**config.mk**
```make
export PLATFORM = sky130hd
export DESIGN_NAME = ssd_scanner
export DESIGN_NICKNAME = d
export VERILOG_FILES = /design/src/rtl/ssd_scanner_pkg.sv /design/src/rtl/ssd_scanner_hex7seg.sv /design/src/rtl/ssd_scanner.sv
export SDC_FILE = /design/constraint.sdc
export NUM_CORES = 1
export LEC_CHECK = 0
export BUFFER_PORTS_ARGS = -buffer_cell sky130_fd_sc_hd__buf_2
export CAP_MARGIN = 10
export CORE_ASPECT_RATIO = 1.25
export CORE_MARGIN = 3
export CORE_UTILIZATION = 45
export CTS_BUF_LIST = sky130_fd_sc_hd__clkbuf_8
export DETAILED_ROUTE_END_ITERATION = 6
export PLACE_DENSITY = 0.72
export SLEW_MARGIN = 0
export SYNTH_ARGS = -nofsm -noshare
export SYNTH_HDL_FRONTEND = slang
export SYNTH_SLANG_ARGS = --single-unit
```
**constraint.sdc**
```tcl
create_clock -name clk -period 2.6 [get_ports clk]
set_input_delay 0.13 -clock clk [delete_from_list [all_inputs] [get_ports clk]]
set_output_delay 0.13 -clock clk [all_outputs]
set_load 0.1 [all_outputs]
```
**src/rtl/ssd_scanner_pkg.sv**
```systemverilog
// rtl/ssd_scanner_pkg.sv - glyph table, blank code and width helpers for the SSD scanner
package ssd_scanner_pkg;

  typedef logic [6:0] seg_t;

  localparam seg_t GLYPH_BLANK = 7'h7F;

  // Active-low {g,f,e,d,c,b,a} glyphs, entry 15 (F) leftmost down to entry 0.
  localparam logic [15:0][6:0] GLYPH_TABLE = {
    7'h0E, 7'h06, 7'h21, 7'h46, 7'h03, 7'h08, 7'h10, 7'h00,
    7'h78, 7'h02, 7'h12, 7'h19, 7'h30, 7'h24, 7'h79, 7'h40
  };

  function automatic int clog2(input int v);
    int r;
    r = 0;
    while ((1 << r) < v) r = r + 1;
    return r;
  endfunction

  function automatic int clog2_min1(input int v);
    return (clog2(v) < 1) ? 1 : clog2(v);
  endfunction

endpackage

```
**src/rtl/ssd_scanner_hex7seg.sv**
```systemverilog
// rtl/ssd_scanner_hex7seg.sv - nibble to active-low seven-segment glyph, with forced blank
module ssd_scanner_hex7seg
  import ssd_scanner_pkg::*;
(
  input  logic [3:0] nib,
  input  logic       blank,
  output seg_t       seg
);

  always_comb begin
    seg = GLYPH_BLANK;
    if (!blank) seg = GLYPH_TABLE[nib];
  end

endmodule

```
**src/rtl/ssd_scanner.sv**
```systemverilog
// rtl/ssd_scanner.sv - multi-channel paged seven-segment scanner with per-frame snapshot
module ssd_scanner
  import ssd_scanner_pkg::*;
#(
  parameter int DIGITS      = 4,
  parameter int CH          = 2,
  parameter int DATA_W      = 32,
  parameter int REFRESH_DIV = 100000,
  parameter int ACTIVE_LOW  = 1,
  localparam int NIB        = DATA_W / 4,
  localparam int NPAGES     = (NIB + DIGITS - 1) / DIGITS,
  localparam int CSW        = clog2_min1(CH),
  localparam int PGW        = clog2_min1(NPAGES)
) (
  input  logic                 clk,
  input  logic                 rst_n,
  input  logic [CSW-1:0]       ch_sel,
  input  logic                 page_btn,
  input  logic                 blank_lz,
  input  logic [CH*DATA_W-1:0] data_in,
  output logic [DIGITS-1:0]    anode,
  output logic [6:0]           cathode,
  output logic [PGW-1:0]       page_out
);

  localparam int DW   = clog2_min1(DIGITS);
  localparam int CW   = clog2_min1(REFRESH_DIV);
  localparam int IW   = clog2(NPAGES * DIGITS) + 1;
  localparam int CSW1 = CSW + 1;
  localparam logic [DIGITS-1:0] AN_OFF = (ACTIVE_LOW != 0) ? {DIGITS{1'b1}} : {DIGITS{1'b0}};
  localparam seg_t              CA_OFF = (ACTIVE_LOW != 0) ? GLYPH_BLANK : ~GLYPH_BLANK;

  logic [CW-1:0]     cnt_q, cnt_d;
  logic [DW-1:0]     digit_q, digit_d;
  logic [PGW-1:0]    page_q, page_d;
  logic              pend_q, pend_d;
  logic              btn_q, btn_d;
  logic              load_q, load_d;
  logic [DATA_W-1:0] snap_q, snap_d;
  logic [CSW-1:0]    chan_q, chan_d;
  logic [DIGITS-1:0] anode_q, anode_d;
  seg_t              cathode_q, cathode_d;
  logic [PGW-1:0]    page_out_q, page_out_d;

  logic              last_cnt, last_digit, fb, btn_rise;
  logic [CSW-1:0]    sel;
  logic [DATA_W-1:0] chan_data;
  logic [IW-1:0]     nib_idx, lz_top;
  logic [3:0]        nib;
  logic              nib_blank;
  seg_t              glyph;
  logic [DIGITS-1:0] onehot;

  always_comb begin
    sel = ch_sel;
    if ({1'b0, ch_sel} >= CSW1'(CH)) sel = '0;
    chan_data = '0;
    for (int c = 0; c < CH; c++) begin
      if (sel == CSW'(c)) chan_data = data_in[c*DATA_W +: DATA_W];
    end
  end

  // Frame boundary: end of the last digit's slot, or the very first edge after reset.
  always_comb begin
    last_cnt   = (cnt_q == CW'(REFRESH_DIV - 1));
    last_digit = (digit_q == DW'(DIGITS - 1));
    fb         = load_q | (last_cnt & last_digit);
    btn_d      = page_btn;
    btn_rise   = page_btn & ~btn_q;

    cnt_d   = last_cnt ? '0 : cnt_q + CW'(1);
    digit_d = digit_q;
    if (last_cnt) digit_d = last_digit ? '0 : digit_q + DW'(1);

    page_d = page_q;
    pend_d = pend_q | btn_rise;
    snap_d = snap_q;
    chan_d = chan_q;
    load_d = load_q;
    if (fb) begin
      snap_d = chan_data;
      chan_d = sel;
      load_d = 1'b0;
      pend_d = btn_rise;
      if (sel != chan_q) page_d = '0;
      else if (pend_q) page_d = (page_q == PGW'(NPAGES - 1)) ? '0 : page_q + PGW'(1);
    end
  end

  always_comb begin
    nib_idx = IW'(page_q) * IW'(DIGITS) + IW'(digit_q);
    nib     = '0;
    lz_top  = '0;
    for (int i = 0; i < NIB; i++) begin
      if (nib_idx == IW'(i)) nib = snap_q[i*4 +: 4];
      if (snap_q[i*4 +: 4] != 4'h0) lz_top = IW'(i);
    end
    nib_blank = (nib_idx >= IW'(NIB)) || (blank_lz && (nib_idx > lz_top));
  end

  ssd_scanner_hex7seg u_hex7seg (
    .nib   (nib),
    .blank (nib_blank),
    .seg   (glyph)
  );

  // Outputs stay dark until the first snapshot has been taken.
  always_comb begin
    onehot     = DIGITS'(1) << digit_q;
    anode_d    = AN_OFF;
    cathode_d  = CA_OFF;
    page_out_d = page_q;
    if (!load_q) begin
      anode_d   = (ACTIVE_LOW != 0) ? ~onehot : onehot;
      cathode_d = (ACTIVE_LOW != 0) ? glyph : ~glyph;
    end
  end

  always_ff @(posedge clk or negedge rst_n) begin
    if (!rst_n) begin
      cnt_q      <= '0;
      digit_q    <= '0;
      page_q     <= '0;
      pend_q     <= 1'b0;
      btn_q      <= 1'b0;
      load_q     <= 1'b1;
      snap_q     <= '0;
      chan_q     <= '0;
      anode_q    <= AN_OFF;
      cathode_q  <= CA_OFF;
      page_out_q <= '0;
    end else begin
      cnt_q      <= cnt_d;
      digit_q    <= digit_d;
      page_q     <= page_d;
      pend_q     <= pend_d;
      btn_q      <= btn_d;
      load_q     <= load_d;
      snap_q     <= snap_d;
      chan_q     <= chan_d;
      anode_q    <= anode_d;
      cathode_q  <= cathode_d;
      page_out_q <= page_out_d;
    end
  end

  assign anode    = anode_q;
  assign cathode  = cathode_q;
  assign page_out = page_out_q;

endmodule

```
======== Word level (Yosys, flattened, before mapping) ========
Memories as Yosys holds them, arrays and structs flattened.
Cells that the tools add are included.
W data, S select, Z words.
operators by class
  magnitude comparators ................... 3
  reduce and logical (&&, ||, !) cells .... 12
  bitwise gates (word level) .............. 6
  equal/unequal tests ..................... 10
  shift-type cells ........................ 1
  $add $sub $neg .......................... 4
  mux-type cells .......................... 26
operators by type and width
  cell                     number
  $mux W4                  15
  $mux W32                 1
  $reduce_bool A4 Y1       7
  $mux W7                  3
  $add A17 B1 Y17 const B  1
  $eq A17 B17 Y1 const B   1
  $mux W17                 1
  $eq A4 B3 Y1 const B     4
  $eq A4 B2 Y1 const B     2
  $lt A4 B5 Y1 const B     1
  $mux W1                  5
  $add A3 B2 Y4            1
  $eq A4 B1 Y1 const B     1
  $ge A4 B4 Y1 const B     1
  $gt A4 B4 Y1             1
  $logic_not A4 Y1         1
  $not A4 Y4               1
  $shl A1 B2 Y4 const A    1
  $add A2 B1 Y2 const B    1
  $and A1 B1 Y1            2
  $eq A2 B2 Y1 const B     1
  $mux W2                  1
  $or A1 B1 Y1             2
  $reduce_and A2 Y1        1
  other kinds (6)          6
word-level totals
  flip-flop bits (word level) ............. 68
  memories ................................ 1
  output and inout port bits .............. 12
  word-level logic and storage cells ...... 74
  bits in read-only memories .............. 112
  bits of input ports ..................... 69
memories
  name             depth  width  read ports  clocked after memory_dff  write ports  RTL line                   text
  (no name shown)  16     7      1           0                         0            ssd_scanner_hex7seg.sv:12  if (!blank) seg = GLYPH_TABLE[nib];

======== Logic depth before layout (Yosys ltp) ========
  depth after elaboration ................. 14
  mapped depth ............................ 13
  mapped depth without buffers ............ 11

======== By module ========
A second synthesis with hierarchy kept.
second synthesis, totals
  cell total of the unflattened synthesis .. 381
  area, all modules ....................... 3,960.0 µm²
modules (own cells, without submodules)
  module               instances  cells each  seq. area each (µm²)  area an instance (µm²)
  ssd_scanner          1          346         1,716.6               3,661.0
  ssd_scanner_hex7seg  1          35          0.0                   299.0

======== Worst setup path after synthesis ========
No wires, ideal clock.
  path type ............................... register to register
  start ................................... register snap_q[20]
  end ..................................... register cathode_q[2] (netlist: cathode[2])
  stages on the path, launching flop included .. 11
  slack ................................... 0.151 ns
  setup time .............................. 0.117 ns
  arrival time ............................ 2.333 ns
  period minus slack after synthesis ...... 2.449 ns
  path buffers ............................ 0
  data required time ...................... 2.483 ns
  path through ............................ dfrtp_1 or4_1 nand2b_1 a21oi_1 nor2_1 ha_1 nor2b_1 o21ai_0 nand2b_1 a31oi_1 o311ai_0
on the way
  word-level cells in the longest chain between the ends .. 9
  elaborated cells between the ends (all ways) .. 14
  classes of those cells .................. order compare (1); mux (9); reduce/logical (3); memory (1)
ends and longest elaborated chain
  element                 RTL line                   text
  start, declared         ssd_scanner.sv:39          logic [DATA_W-1:0] snap_q, snap_d;
  start signal, assigned  ssd_scanner.sv:139         snap_q <= snap_d;
  $reduce_bool A4 Y1      ssd_scanner.sv:96          if (snap_q[i*4 +: 4] != 4'h0) lz_top = IW'(i);
  $mux W4 (3 in a row)    ssd_scanner.sv:96
  $gt A4 B4 Y1            ssd_scanner.sv:98          nib_blank = (nib_idx >= IW'(NIB)) || (blank_lz && (nib_idx > lz_top));
  $logic_and A1 B1 Y1     ssd_scanner.sv:98
  $logic_or A1 B1 Y1      ssd_scanner.sv:98
  $mux W7 *               ssd_scanner_hex7seg.sv:12
  $mux W7 *               ssd_scanner.sv:113         if (!load_q) begin
  via cathode_d[2]        ssd_scanner.sv:42          seg_t cathode_q, cathode_d;
  end signal, assigned    ssd_scanner.sv:142         cathode_q <= cathode_d;
  end, declared           ssd_scanner.sv:42
Mark *: on every way through the listed nets, which the timed path passes. The rest lies on a longest branch. The select of a mux whose other input is x is not followed.
A chain may end at the register's enable or synchronous reset.

======== Worst setup path after layout ========
  start ................................... register digit_q[0]
  end ..................................... register cathode_q[5] (netlist: cathode[5])
on the way
  word-level cells in the longest chain between the ends .. 14
  elaborated cells between the ends (all ways) .. 25
  classes of those cells .................. add/sub (1); order compare (2); eq/ne (7); mux (11); reduce/logical (3); memory (1)
ends and longest elaborated chain
  element                        RTL line                   text
  start, declared                ssd_scanner.sv:34          logic [DW-1:0] digit_q, digit_d;
  start signal, assigned         ssd_scanner.sv:134         digit_q <= digit_d;
  $add A3 B2 Y4 *                ssd_scanner.sv:91          nib_idx = IW'(page_q) * IW'(DIGITS) + IW'(digit_q);
  $logic_not A4 Y1               ssd_scanner.sv:95          if (nib_idx == IW'(i)) nib = snap_q[i*4 +: 4];
  $mux W4 (8 in a row)           ssd_scanner.sv:95
  $mem_v2 Z16 W7                 n/a
  $mux W7 (not written as such)  ssd_scanner_hex7seg.sv:12
  $mux W7 *                      ssd_scanner_hex7seg.sv:12
  $mux W7 *                      ssd_scanner.sv:113
  via cathode_d[5]               ssd_scanner.sv:42
Marked as above.

==> metrics.txt <==
Yosys cell types=49; Worst-Skew Late Latency=0.35 ns; CP dominant cell by count=nand2_1; area growth from synthesis to layout=22.9%; largest net degree at the start of global routing=69; gpl congestion=0.885; Port Buffers=80; Antenna Cells=0; non-filler cells, final=555; sequential area share after synthesis=0.472; fin util=0.570; Top Ports=81; Fmax=0.410 GHz; Critical Path End Type=flip-flop; DR vias/cell=5.34; post-layout min period=2.44 ns; iteration count of the initial detailed-routing pass=5; Total Power=2.92 mW; dpl hpwl=5.89 mm; CTS Buf Count=9; Worst VDD drop=0.567 mV; total wire length=7.92 mm; GRT Resource Usage Total=0.185; RSZ-0062 raised after global routing=false; num rows=36; # setup viols final=0; setup_tns=0 ns; Gate Count Post-Synth=371; Leakage=2.08 nW; Post-Syn Area=3640 um2; DRT iter0 DRCs=141; ys flop type=dfrtp_1; HP Class=input pin to async pin; GRT Residual Overflow=0; Initial Util=0.464; max-cap violations=0; Post-Syn Nets=452; fin nets=536; root buffer cell=clkbuf_8; DRT antenna net count=0; CTS tree=done; Vias=2962; Die X=86.4 um; Max stage delay cell, worst path=dfrtp_1; worst setup margin=0.161 ns; die area=9200 um2; CTS sink count=68; register bit count reported by yosys=68; Setup CP Type=flip-flop to flip-flop; worst slew pin tran=0.834 ns; Placed Cells incl. Taps=538; area of the core=7840 um2; CTS Buffer Depth=2; WL/cell=14.3 um; global-route wire length before repair=13.6 mm; initial antenna violation count=0; Hold Vio Cnt, Final=41; Mapped Avg Cell Area=9.80 um2; Setup WS pre-CTS=-0.00778 ns; placed cell areas=4160 um2; htree depth=3; crit-path max cell delay=0.44 ns; failing checks=negative hold slack; final period utilization=0.938; clk_skew=0.0110 ns; Worst EP required=2.84 ns; synth warn=0; run status=finished with violations; WP data arrival=2.68 ns; CP Launch Type=flip-flop; minimum hold slack=-0.0310 ns; number of flops mapped to enable cells by yosys=0; ordered cell list for the critical path=inv_1, ha_4, nand2_1, o21ai_0, a22oi_2, o31a_1, buf_4, ha_1, mux2_2, nand2_1, o311ai_0; die span in y=107 um; Worst path top cell family by delay=compound AO/OA/AOI/OAI gates; power per cell area=654 nW/um2; slew margin rel.=0.444; Design Area, Final=4470 um2; # DRC=0; clk slew on worst S/H paths=0.08 ns; Slew Limit Fails=0; Critical Path Fanout Max=9; vias in the first global route=2897; Critical path buffers and inverters=2; fraction of layout cells with a size suffix above 1=0.300; ys async rst share=1.00
placed cells by master (no fill, tap or decap), types with 3 or more instances in the layout:
cell type	Yosys	routed
buf_2	13	80
dfrtp_1	56	56
nor2_1	51	51
a21oi_1	45	44
mux2i_1	34	34
nand2_1	25	25
inv_1	13	13
dfstp_2	12	12
buf_4	0	12
o21ai_0	10	10
clkbuf_8	0	10
xor2_1	9	9
ha_1	12	9
nand3_1	7	7
nand2b_1	7	6
xnor2_1	6	6
nand3b_1	5	5
nor4_1	5	4
a221oi_1	5	4
or3_1	4	4
mux2_2	3	3
nor2b_1	3	3
o221ai_1	3	3
o211ai_1	3	3
nand4_1	3	3
ha_4	0	3
synth_stat cells (all sizes together) (8+ instances only):
library cell   n  area, um2
nor2          51        191
dfrtp         56       1400
nand3          8       45.0
o21ai         11       55.1
inv           13       48.8
nand2         25       93.8
xor2           9       78.8
ha            12        150
mux2i         34        340
a21oi         45        225
buf           14       76.3
dfstp         12        315
path summary, 6_finish.rpt:
path,start,to,slack (ns),cells past startpoint
hold / removal,rst_n,cnt_q[8]$_DFF_PN0_,-0.03,2
max in group asynchronous,rst_n,snap_q[5]$_DFFE_PN0P_,2.09,2
hold reg to reg,btn_q$_DFF_PN0_,pend_q$_DFF_PN0_,0.44,1
min in group clk,data_in[4],snap_q[4]$_DFFE_PN0P_,0.08,3
setup / recovery,digit_q[0]$_DFFE_PN0N_,cathode[5]$_DFF_PN1_,0.16,11
setup reg to reg,digit_q[0]$_DFFE_PN0N_,cathode[5]$_DFF_PN1_,0.16,11
kinds of logic after synthesis:
logic type / Yosys count / share of synthesized area
AND/OR/NAND/NOR: 119 / 0.160
AO/OA/AOI/OAI: 85 / 0.145
flip-flops: 68 / 0.472
multiplexers: 37 / 0.103
buffers and inverters: 34 / 0.0416
XOR/XNOR: 15 / 0.0361
adder cells (fa/ha/maj): 12 / 0.0413
other: 1 / 0.00103
sequential cells by signal, indices dropped and copies added (netlist names), 2 cells and up:
register	flops
snap_q	32
cathode	7
cnt_q	17
digit_q	2
anode	4
report_power, final:
group	switching (mW)	internal, mW	total (mW)
logic	0.489	0.234	0.723
registers	0.0625	1.17	1.23
clock network	0.405	0.566	0.971
per-layer routing:
| metal | vias up | track usage | wire [um] |
|---|---|---|---|
| met5 | - | 0 | 0 |
| met4 | 0 | 0.0590 | 172 |
| met3 | 13 | 0.0496 | 400 |
| met2 | 79 | 0.298 | 3920 |
| met1 | 1394 | 0.239 | 3420 |
| li1 | 1476 | - | - |
layout make-up:
cell class              instances  area (um2)
inverters                      13        48.8
fillers                       727        3370
well taps                      95         119
flip-flops and latches         68        1720
clock inverters                 6        86.3
repair buffers                 94         520
multi-input cells             269        1840
clock buffers                  10         138
what timing repair did:
| action | 4_1_cts | 5_1_grt |
|---|---|---|
| hold buffers | 1 | 0 |
| endpoints found under the setup margin | 3 | 7 |
| setup buffers | 0 | 0 |
| pin swaps | 0 | 1 |
| gates resized for setup | 2 | 11 |
| hold endpoints to repair | 1 | 0 |
(Power assumes the default switching activity.)
